### src/rtl/data_mem_initiator_pkg.sv
// rtl/data_mem_initiator_pkg.sv - shared types and constants for the data-memory initiator
// Purpose: FSM state encoding, sign-mask size codes, RV32 load/store funct3
//          codes and response error codes used by the initiator and its decoder.
// Ports:   none (package).
package data_mem_initiator_pkg;

  typedef enum logic [1:0] {
    ST_IDLE  = 2'd0,
    ST_ISSUE = 2'd1,
    ST_BUSY  = 2'd2,
    ST_RESP  = 2'd3
  } state_t;

  localparam logic [2:0] MASK_BYTE = 3'b001;
  localparam logic [2:0] MASK_HALF = 3'b011;
  localparam logic [2:0] MASK_WORD = 3'b111;

  localparam logic [2:0] F3_B  = 3'b000;
  localparam logic [2:0] F3_H  = 3'b001;
  localparam logic [2:0] F3_W  = 3'b010;
  localparam logic [2:0] F3_BU = 3'b100;
  localparam logic [2:0] F3_HU = 3'b101;

  localparam logic [1:0] ERR_OK       = 2'b00;
  localparam logic [1:0] ERR_MISALIGN = 2'b01;
  localparam logic [1:0] ERR_RISE     = 2'b10;
  localparam logic [1:0] ERR_BUSY     = 2'b11;

endpackage

### src/rtl/lsu_mask_decode.sv
// rtl/lsu_mask_decode.sv - funct3/write/addr to memory sign mask and misalignment flag
// Purpose: combinational decode of a load/store into the memory's
//          {signed, size[2:0]} mask and an alignment error flag.
// Ports:
//   funct3     in  3  RV32 load/store funct3
//   write      in  1  1 = store, 0 = load
//   addr_lo    in  2  byte address bits [1:0]
//   sign_mask  out 4  {signed, size}
//   misaligned out 1  access not naturally aligned for its size
module lsu_mask_decode
  import data_mem_initiator_pkg::*;
(
  input  logic [2:0] funct3,
  input  logic       write,
  input  logic [1:0] addr_lo,
  output logic [3:0] sign_mask,
  output logic       misaligned
);

  logic [2:0] size;
  logic       is_signed;

  always_comb begin
    size       = MASK_WORD;
    is_signed  = 1'b0;
    misaligned = 1'b0;
    case (funct3)
      F3_B, F3_BU: size = MASK_BYTE;
      F3_H, F3_HU: size = MASK_HALF;
      default:     size = MASK_WORD;  // W and any unused code
    endcase
    // Stores never sign-extend; only B and H loads do.
    is_signed = !write && ((funct3 == F3_B) || (funct3 == F3_H));
    if (size == MASK_HALF) begin
      misaligned = addr_lo[0];
    end else if (size == MASK_WORD) begin
      misaligned = (addr_lo != 2'b00);
    end
  end

  assign sign_mask = {is_signed, size};

endmodule

### src/rtl/data_mem_initiator.sv
// rtl/data_mem_initiator.sv - initiator side of the data-memory stall handshake
// Purpose: accepts one load/store at a time, drives registered memory
//          address/data/strobes/mask, follows clk_stall rise and fall with
//          timeouts, captures load data and returns a one-cycle response.
// Ports:
//   clk, reset              clock, asynchronous active-high reset
//   req_valid/req_ready     request handshake (ready only in IDLE)
//   req_write/req_funct3    store flag and RV32 funct3
//   req_addr/req_wdata      byte address and right-aligned store data
//   resp_valid/resp_err     one-cycle completion pulse and error code
//   resp_rdata              load result, held between responses
//   mem_addr/mem_write_data memory address and write data
//   mem_memwrite/memread    memory strobes
//   mem_sign_mask           {signed, size} to the memory
//   mem_read_data           memory read data
//   mem_clk_stall           memory busy flag
module data_mem_initiator
  import data_mem_initiator_pkg::*;
#(
  parameter int RISE_TIMEOUT = 8,
  parameter int BUSY_TIMEOUT = 16
)(
  input  logic        clk,
  input  logic        reset,
  input  logic        req_valid,
  output logic        req_ready,
  input  logic        req_write,
  input  logic [2:0]  req_funct3,
  input  logic [31:0] req_addr,
  input  logic [31:0] req_wdata,
  output logic        resp_valid,
  output logic [31:0] resp_rdata,
  output logic [1:0]  resp_err,
  output logic [31:0] mem_addr,
  output logic [31:0] mem_write_data,
  output logic        mem_memwrite,
  output logic        mem_memread,
  output logic [3:0]  mem_sign_mask,
  input  logic [31:0] mem_read_data,
  input  logic        mem_clk_stall
);

  // Timeout fires on the last allowed cycle, so the FSM spends exactly
  // RISE_TIMEOUT cycles in ISSUE / BUSY_TIMEOUT cycles in BUSY.
  localparam logic [4:0] RISE_LAST = 5'(RISE_TIMEOUT - 1);
  localparam logic [4:0] BUSY_LAST = 5'(BUSY_TIMEOUT - 1);

  state_t     state, state_next;
  logic [4:0] cnt, cnt_next;
  logic       req_is_write;

  logic [3:0] dec_mask;
  logic       dec_misaligned;

  logic       accept;
  logic       go_resp;
  logic [1:0] err_next;
  logic       capture;

  lsu_mask_decode u_decode (
    .funct3     (req_funct3),
    .write      (req_write),
    .addr_lo    (req_addr[1:0]),
    .sign_mask  (dec_mask),
    .misaligned (dec_misaligned)
  );

  assign req_ready = (state == ST_IDLE);

  always_ff @(posedge clk or posedge reset) begin
    if (reset) begin
      state <= ST_IDLE;
    end else begin
      state <= state_next;
    end
  end

  always_comb begin
    state_next = state;
    accept     = 1'b0;
    go_resp    = 1'b0;
    err_next   = ERR_OK;
    capture    = 1'b0;
    case (state)
      ST_IDLE: begin
        if (req_valid) begin
          accept = 1'b1;
          if (dec_misaligned) begin
            state_next = ST_RESP;
            go_resp    = 1'b1;
            err_next   = ERR_MISALIGN;
          end else begin
            state_next = ST_ISSUE;
          end
        end
      end
      ST_ISSUE: begin
        // A stall already high on entry counts as the rise.
        if (mem_clk_stall) begin
          state_next = ST_BUSY;
        end else if (cnt >= RISE_LAST) begin
          state_next = ST_RESP;
          go_resp    = 1'b1;
          err_next   = ERR_RISE;
        end
      end
      ST_BUSY: begin
        if (!mem_clk_stall) begin
          state_next = ST_RESP;
          go_resp    = 1'b1;
          capture    = !req_is_write;
        end else if (cnt >= BUSY_LAST) begin
          state_next = ST_RESP;
          go_resp    = 1'b1;
          err_next   = ERR_BUSY;
        end
      end
      ST_RESP: state_next = ST_IDLE;
      default: state_next = ST_IDLE;
    endcase

    if (state_next != state) begin
      cnt_next = 5'd0;
    end else if (cnt != 5'h1f) begin
      cnt_next = cnt + 5'd1;
    end else begin
      cnt_next = cnt;
    end
  end

  always_ff @(posedge clk or posedge reset) begin
    if (reset) begin
      cnt            <= 5'd0;
      req_is_write   <= 1'b0;
      resp_valid     <= 1'b0;
      resp_err       <= ERR_OK;
      resp_rdata     <= 32'd0;
      mem_addr       <= 32'd0;
      mem_write_data <= 32'd0;
      mem_memwrite   <= 1'b0;
      mem_memread    <= 1'b0;
      mem_sign_mask  <= 4'd0;
    end else begin
      cnt        <= cnt_next;
      resp_valid <= go_resp;
      if (go_resp) begin
        resp_err <= err_next;
      end
      if (capture) begin
        resp_rdata <= mem_read_data;
      end
      if (accept) begin
        req_is_write <= req_write;
      end

      if (accept && !dec_misaligned) begin
        mem_addr       <= req_addr;
        mem_write_data <= req_write ? req_wdata : 32'd0;
        mem_memwrite   <= req_write;
        mem_memread    <= !req_write;
        mem_sign_mask  <= dec_mask;
      end else if (go_resp) begin
        // Strobes drop in RESP so the memory sees an input change between
        // consecutive requests, even identical ones.
        mem_memwrite  <= 1'b0;
        mem_memread   <= 1'b0;
        mem_sign_mask <= 4'd0;
      end else if (state == ST_RESP) begin
        mem_addr       <= 32'd0;
        mem_write_data <= 32'd0;
      end
    end
  end

endmodule

### config.mk
export PLATFORM = sky130hd
export DESIGN_NAME = data_mem_initiator
export DESIGN_NICKNAME = d
export VERILOG_FILES = /design/src/rtl/data_mem_initiator_pkg.sv /design/src/rtl/lsu_mask_decode.sv /design/src/rtl/data_mem_initiator.sv
export SDC_FILE = /design/constraint.sdc
export NUM_CORES = 1
export LEC_CHECK = 0
export ABC_AREA = 1
export CORE_MARGIN = 1
export CORE_UTILIZATION = 38
export DETAILED_ROUTE_END_ITERATION = 8
export PLACE_DENSITY = 0.77
export SLEW_MARGIN = 20
export SYNTH_ARGS = -nofsm -noshare
export SYNTH_HDL_FRONTEND = slang
export SYNTH_SLANG_ARGS = --single-unit
### constraint.sdc
create_clock -name clk -period 3.4 [get_ports clk]
set_input_delay 0.68 -clock clk [delete_from_list [all_inputs] [get_ports clk]]
set_output_delay 0.68 -clock clk [all_outputs]
set_load 0.005 [all_outputs]
Yosys cells after proc, flatten, opt, wreduce, memory -nomap -nowiden
Index checks and enable logic that the tools add are counted.
- bits in latches: 0
- input port bits: 104
- ROM bits: 0
- register bits: 113
- output and inout bits: 106
- memories kept: 0
- memory bits (writable): 0
- logic and storage cells: 80
- equal/unequal tests: 11
- mux-type cells: 40
- $add $sub $neg: 1
- reduce and logical (&&, ||, !) cells: 15
- shift operators: 0
- bitwise logic cells: 0
- multiply operators: 0
- divide/modulo/power cells: 0
- order comparisons: 2
- operators with widths (operator ; count):
    2-to-1 mux 32 bit ; 5
    2-to-1 mux 2 bit ; 10
    2-to-1 mux 1 bit ; 17
    2-to-1 mux 5 bit ; 2
    equality test 3 bit, second input constant ; 3
    2-to-1 mux 4 bit ; 2
    case mux 2 bit (4 select lines) ; 1
    nonzero test 2 bit ; 4
    case mux 2 bit (3 select lines) ; 1
    case mux 3 bit (2 select lines) ; 1
    adder 5 x 1 -> 5 bit, second input constant ; 1
    >= comparator 5 x 3 -> 1 bit, second input constant ; 1
    >= comparator 5 x 4 -> 1 bit, second input constant ; 1
    inequality test 5 bit, second input constant ; 1
    equality test 2 bit, second input constant ; 2
    OR reduction 2 bit ; 2
    equality test 3 x 1 -> 1 bit, second input constant ; 1
    equality test 3 x 2 -> 1 bit, second input constant ; 1
    zero test 1 bit ; 3
    zero test 3 bit ; 1
    case mux 1 bit (3 select lines) ; 1
    equality test 2 x 1 -> 1 bit, second input constant ; 1
    logical AND 1 bit ; 2
    zero test 2 bit ; 1
    other kinds (4) ; 4

Logic depth before layout (Yosys ltp)
- word-level depth: 11
- depth in mapped cells: 11
- mapped depth without buffers: 11

Modules after synthesis
A second synthesis with hierarchy kept.
- cells, all modules: 454
- area total of the unflattened synthesis: 4689.5 sq um
- by module, submodules not included (module ; area each (sq um) ; seq. area each (sq um) ; times used ; cells each):
    data_mem_initiator ; 4643.2 ; 2827.7 ; 1 ; 445
    lsu_mask_decode ; 46.3 ; 0.0 ; 1 ; 9

Worst setup path after synthesis
No wires, ideal clock.
- path kind: register to register
- start: register cnt[0]
- end: register mem_sign_mask[1]
- cell stages (with the launch flop): 12
- buffers on the path: 0
- period minus slack after synthesis: 1.610 ns
- required time: 3.335 ns
- library setup time: 0.065 ns
- data arrival time: 1.545 ns
- setup slack: 1.790 ns
- path through: dfrtp_1 -> ha_1 -> nand2_1 -> nor2_1 -> ha_1 -> nor2_1 -> nand3_1 -> nand2_1 -> nand3_1 -> nor2_2 -> nand2_1 -> nand2_1
- longest elaborated chain between the ends: 5
- elaborated cells on any way between the ends: 8
- those cells by class: order compare (2); mux (5); reduce/logical (1)
- ends and longest elaborated chain (what ; line ; source):
    start: declaration ; data_mem_initiator.sv:49 ; logic [4:0] cnt, cnt_next;
    start signal: assignment ; data_mem_initiator.sv:144 ; cnt <= cnt_next;
    >= comparator 5 x 4 -> 1 bit or >= comparator 5 x 3 -> 1 bit (tied branches) ; data_mem_initiator.sv:112, data_mem_initiator.sv:101 ;
    2-to-1 mux 1 bit (on tied branches) ; data_mem_initiator.sv:112, data_mem_initiator.sv:101 ;
    2-to-1 mux 1 bit (on tied branches) ; data_mem_initiator.sv:108, data_mem_initiator.sv:99 ;
    case mux 1 bit (3 select lines) * ; data_mem_initiator.sv:84 ; case (state)
    named net go_resp ; data_mem_initiator.sv:56 ; logic go_resp;
    nonzero test 2 bit (no line) * ; -- ;
    end signal: assignment ; data_mem_initiator.sv:161 ; mem_sign_mask <= dec_mask;
    end: declaration ; data_mem_initiator.sv:38 ; output logic [3:0] mem_sign_mask,
The timed path passes the listed nets; every way through them passes the cells marked *.
A chain may end at the register's enable or synchronous reset.

Worst setup path in the final report
- start: register state[0]
- end: output req_ready
- longest elaborated chain between the ends: 1
- ends and longest elaborated chain (what ; line ; source):
    start: declaration ; data_mem_initiator.sv:48 ; state_t state, state_next;
    start signal: assignment ; data_mem_initiator.sv:74 ; state <= state_next;
    zero test 2 bit ; data_mem_initiator.sv:68 ; assign req_ready = (state == ST_IDLE);
    end: declaration ; data_mem_initiator.sv:26 ; output logic req_ready,
Every way passes these cells.

==> impl_metrics.json <==
{
  "slowest_delay_ps": 520,
  "worstMarginPinSlew_ps": 794,
  "critPathArrivalTime_ps": 1530,
  "setup_viol": 0,
  "cts-resized-gates": 0,
  "grt-ovfl-total": 0,
  "diodes": 0,
  "wl_met1_mm": 5.28,
  "rows": 40,
  "fin_skew_ps": 8.03,
  "cts_buffer_depth": 2,
  "r2r-start": "cnt[0]",
  "ys_seq_elements": 113,
  "h-tree-depth": 4,
  "dr_wl_met3_um": 942,
  "num-fill-cells": 964,
  "postSynthCellCount": 452,
  "wl_per_cell_um": 15.7,
  "layout.nets": 765,
  "crit_path_cell_trace": "nor2_4 > clkdlybuf4s50_1",
  "hp-class": "reg2reg",
  "drtPass1Iterations": 4,
  "yosysWarningCount": 0,
  "maxSlewHeadroom": 0.469,
  "outcome": "complete, no violations",
  "multi_input_area_um2": 1590,
  "dieArea_um2": 12700,
  "grt_max_degree": 71,
  "utilization": 0.627,
  "max_freq_mhz": 452,
  "ant_nets": 0,
  "vdd_drop_max_v": 0.000328,
  "finalWirelength_mm": 12.8,
  "start_util": 0.388,
  "cp-end-kind": "primary output",
  "grt_pass1_vias": 4138,
  "topRoutingLayerUsed": "met4",
  "regArea_um2": 2830,
  "antenna_found_initial": 0,
  "hpwl_mm": 8.77,
  "dp_slack_ps": 829,
  "fin_crit_sh": 0.650,
  "io_buffers": 209,
  "ys_seq_area_frac": 0.609,
  "dpl_cell_area_um2": 6820,
  "die_y_um": 113,
  "drv_cap": 0,
  "start_kind": "register",
  "numCtsBuffers": 17,
  "slew_violations": 0,
  "drtIter0Drc": 281,
  "clk_latency_ps": 410,
  "regToRegEndpoint": "cnt[1]",
  "wl_met2_mm": 6.21,
  "core_region_area_um2": 12000,
  "final_cell_mix": "clkdlybuf4s50_1, nand2_1, dfrtp_1",
  "worstHoldEndpoint": "mem_sign_mask[0]",
  "vias": 4070,
  "grt_pass1_wl_mm": 20.9,
  "power_density_nw_per_um2": 863,
  "cts.clk_slew.worst_paths_ps": 50,
  "grt.total_usage": 0.212,
  "setup_ws_ps": 1190,
  "required_ps": 2720,
  "rr_worst_depth": 11,
  "syn2layout_area_growth_pct": 61.5,
  "cts_tree": "done",
  "cts.sinks": 113,
  "p_leak_nw": 3.55,
  "hold_buffers": 0,
  "die_w_um": 113,
  "postCtsSetupRepairBufs": 0,
  "min_from": "mem_sign_mask[0]",
  "layout-drive-gt1-share": 0.115,
  "finalSetupTns_ps": 0,
  "worstHoldPathCells": 2,
  "vias_per_cell": 4.98,
  "final_common_cell": "clkdlybuf4s50_1",
  "path_max_fanout": 4,
  "syn_area_um2": 4640,
  "root_buffer": "clkbuf_16",
  "avgSynthCellArea_um2": 10.3,
  "critical_path_class": "reg2out",
  "hold_viol": 0,
  "place.gp.congestion": 0.785,
  "critical_path.slowest_cell": "clkdlybuf4s50_1",
  "syn-num-nets": 559,
  "stdcell_count": 818,
  "fin_crit_ps": 2210,
  "final_area_um2": 7500,
  "whs_ps": 470,
  "place_inst": 786,
  "p_total_mw": 6.47,
  "synth.distinct_cells": 23,
  "ios": 210,
  "rsz0062_at_grt": "no",
  "r2r_slack_ps": 1460,
  "drc_errors": 0
}
## per-layer routing
metal | vias up | GRT usage
met5 | - | 0
met4 | 0 | 0.0969
met3 | 34 | 0.0621
met2 | 174 | 0.351
met1 | 1965 | 0.256
li1 | 1897 | -
## area by class of cell
class / instances / area share
well taps: 147 / 0.0245
repair buffers: 215 / 0.288
multi-input cells: 298 / 0.212
inverters: 13 / 0.00701
clock buffers: 19 / 0.0604
flip-flops and latches: 113 / 0.377
clock inverters: 13 / 0.0309
## synthesized netlist by cell type, drive strengths merged
library cell  count  area [um^2]
buf              23          163
clkbuf            5         18.8
dfrtp           113         2830
ha                3         37.5
inv              13         48.8
mux2             32          360
mux2i             1         10.0
nand2           131          502
nand3           106          531
nand4             2         12.5
nor2             14         77.6
nor3              1         5.00
o21ai             5         25.0
xor2              3         26.3
## logic make-up after synthesis
logic type / after synthesis / synth area share
buf+inv: 41 / 0.0496
fa+ha+maj: 3 / 0.00808
xor+xnor: 3 / 0.00566
compound gates: 5 / 0.00539
mux: 33 / 0.0797
simple gates: 254 / 0.243
flops: 113 / 0.609
## flip-flops by register name (all words and copies together) (netlist names)
register	count
mem_addr	32
mem_write_data	32
resp_rdata	32
cnt	5
mem_sign_mask	4
resp_err	2
state	2
mem_memread	1
mem_memwrite	1
req_is_write	1
resp_valid	1
## worst max-delay path: cells and delay by family, from the launching register on
kind / cells / cell delay [ps]
AND/OR/NAND/NOR: 1 / 150
flip-flops: 1 / 460
buffers and inverters: 1 / 520
## power by group
group          leakage (nW)  internal [mW]  switching (mW)
clock network         0.330           1.41           0.631
registers              1.46           1.88           0.308
logic                  1.75           1.34           0.888
## worst max path at each step
stage                             start          endpoint  slack, ps  depth (start not counted)
after floorplan                   reset            cnt[0]       1350                          1
after global placement    req_funct3[1]  mem_sign_mask[1]        880                          8
after detailed placement  req_funct3[1]  mem_sign_mask[3]        830                          8
after CTS                      state[0]         req_ready       1160                          2
after global routing      req_funct3[1]  mem_sign_mask[3]       1050                          8
final                          state[0]         req_ready       1190                          2
No activity file was read; power rests on OpenSTA's default activity.
==> RTL change: new RTL, same settings <==
Change the parameter `BUSY_TIMEOUT` from 16 to 15.
--- a/src/rtl/data_mem_initiator.sv
+++ b/src/rtl/data_mem_initiator.sv
@@ -20,3 +20,3 @@
   parameter int RISE_TIMEOUT = 8,
-  parameter int BUSY_TIMEOUT = 16
+  parameter int BUSY_TIMEOUT = 15
 )(
Behaviour: no difference found for any inputs over 4 cycles, from zero or initial values and one cycle with reset high; that may be too few to reach the edited logic, so the function may still have changed.
==> RTL change against the original RTL <==
- sequential cell count is the same
- routed wire length down 3.8%
- count of clock-buffer cells in the layout increased by 2
- setup slack better by 0.032 ns
- global-route usage fell by 1.1 points
- worst hold slack better by 0.021 ns
- sequential share of layout area shrank 0.18 points
- power fell by 3.8%
- cell area is 0.47% higher
- fmax increased by 1.5%
- core utilization shrank 0.23 points
- synthesized area rose by 1.4%
- critical path type unchanged
- critical endpoint unchanged
==> RTL change: results (changes against the original RTL) <==
- **result of the run** finished clean
- **global-route wire length before repair** 20,000 um, -4.4%
- **post-synthesis share of cell area spent on xor and xnor gates** 0.558%, -0.0078 points
- **most area-consuming cells after synthesis** sky130_fd_sc_hd__dfrtp_1 (60%), sky130_fd_sc_hd__o21ai_1 (6.5%), sky130_fd_sc_hd__inv_1 (6.3%)
- **worst r2r dst** resp_rdata[15]
- **Post-Synth Adder-Cell Area** 0.797%, -0.011 points
- **worst setup slack for register-to-register paths** 1.56 ns, +0.10 ns
- **fillcell total** 988, +2.5%
- **number of design-rule violations left by the first detailed-router iteration** 218, -22%
- **Critical Path Source** state[1]
- **Slowest Stage Delay on Critical Path** 0.55 ns, +0.03 ns
- **net count after synthesis** 558, -0.18%
- **maximum ir drop on the vdd rail** 0.000340 V, +3.8%
- **Vias per Instance** 4.61, -7.4%
- **Max-Slew Margin vs Limit** 39.6%, -7.3 points
- **Tot GR Track Use** 20.2%, -1.1 points
- **dpl hpwl** 8930 um, +1.8%
- **detailed-route wire length** 12,300 um, -3.8%
- **proportion of layout cells with a drive suffix above 1** 11.4%, -0.068 points
- **hold path startpoint** resp_err[0]
- **post-synthesis cell type count** 26, +13%
- **largest fanout of any net on the critical path** 3, -1
- **arrival time of data at the critical path endpoint** 1.50 ns, -0.03 ns
- **number of cells on the worst reg-to-reg path** 4, -7
- **Hold Path End** resp_err[0]
- **cell types with the highest counts after synthesis** sky130_fd_sc_hd__dfrtp_1 (113), sky130_fd_sc_hd__inv_1 (79), sky130_fd_sc_hd__nand2_1 (63)
- **power dissipated in sequential cells** 2150 uW, -2%
- **leakage dissipation** 0.00337 uW, -5.1%
- **clk_skew** 0.00589 ns, -0.00215 ns
- **reported clock group power** 1810 uW, -12%
- **routability congestion estimate** 0.826, +5.1%
- **compound-gate portion of the synthesized area** 7.57%, +7.0 points
- **switching power share of the total** 28.3%, +0.11 points
- **Seq/Total Area, Yosys** 60.0%, -0.84 points
- **Worst Hold Margin** 0.492 ns, +0.0211 ns
## RTL change: per-layer routing
layer | GRT usage [%] | wire (um)
met1 | 24.1 | 5250
met2 | 33.5 | 5910
met4 | 7.28 | 170
met3 | 7.18 | 1000
met5 | 0 | 0
## RTL change: final cells by class
| class | count | area, um2 | area share (%) |
|---|---|---|---|
| clock inverters | 10 | 133 | 1.76 |
| flip-flops and latches | 113 | 2830 | 37.5 |
| repair buffers | 214 | 2150 | 28.6 |
| clock buffers | 21 | 480 | 6.38 |
| well taps | 168 | 210 | 2.79 |
| multi-input cells | 236 | 1420 | 18.9 |
| inverters | 81 | 308 | 4.09 |
## RTL change: through the flow
stage	util [%]	power [uW]	instance area, um2	instances	setup WS, ns
floorplan	-	3140	4710	451	1.35
global placement	57.4	4370	6920	812	0.939
detailed placement	57.4	4440	6920	812	0.883
CTS	62.5	6290	7530	843	1.18
global route	62.5	6600	7530	843	1.14
finish	62.5	6220	7530	843	1.22
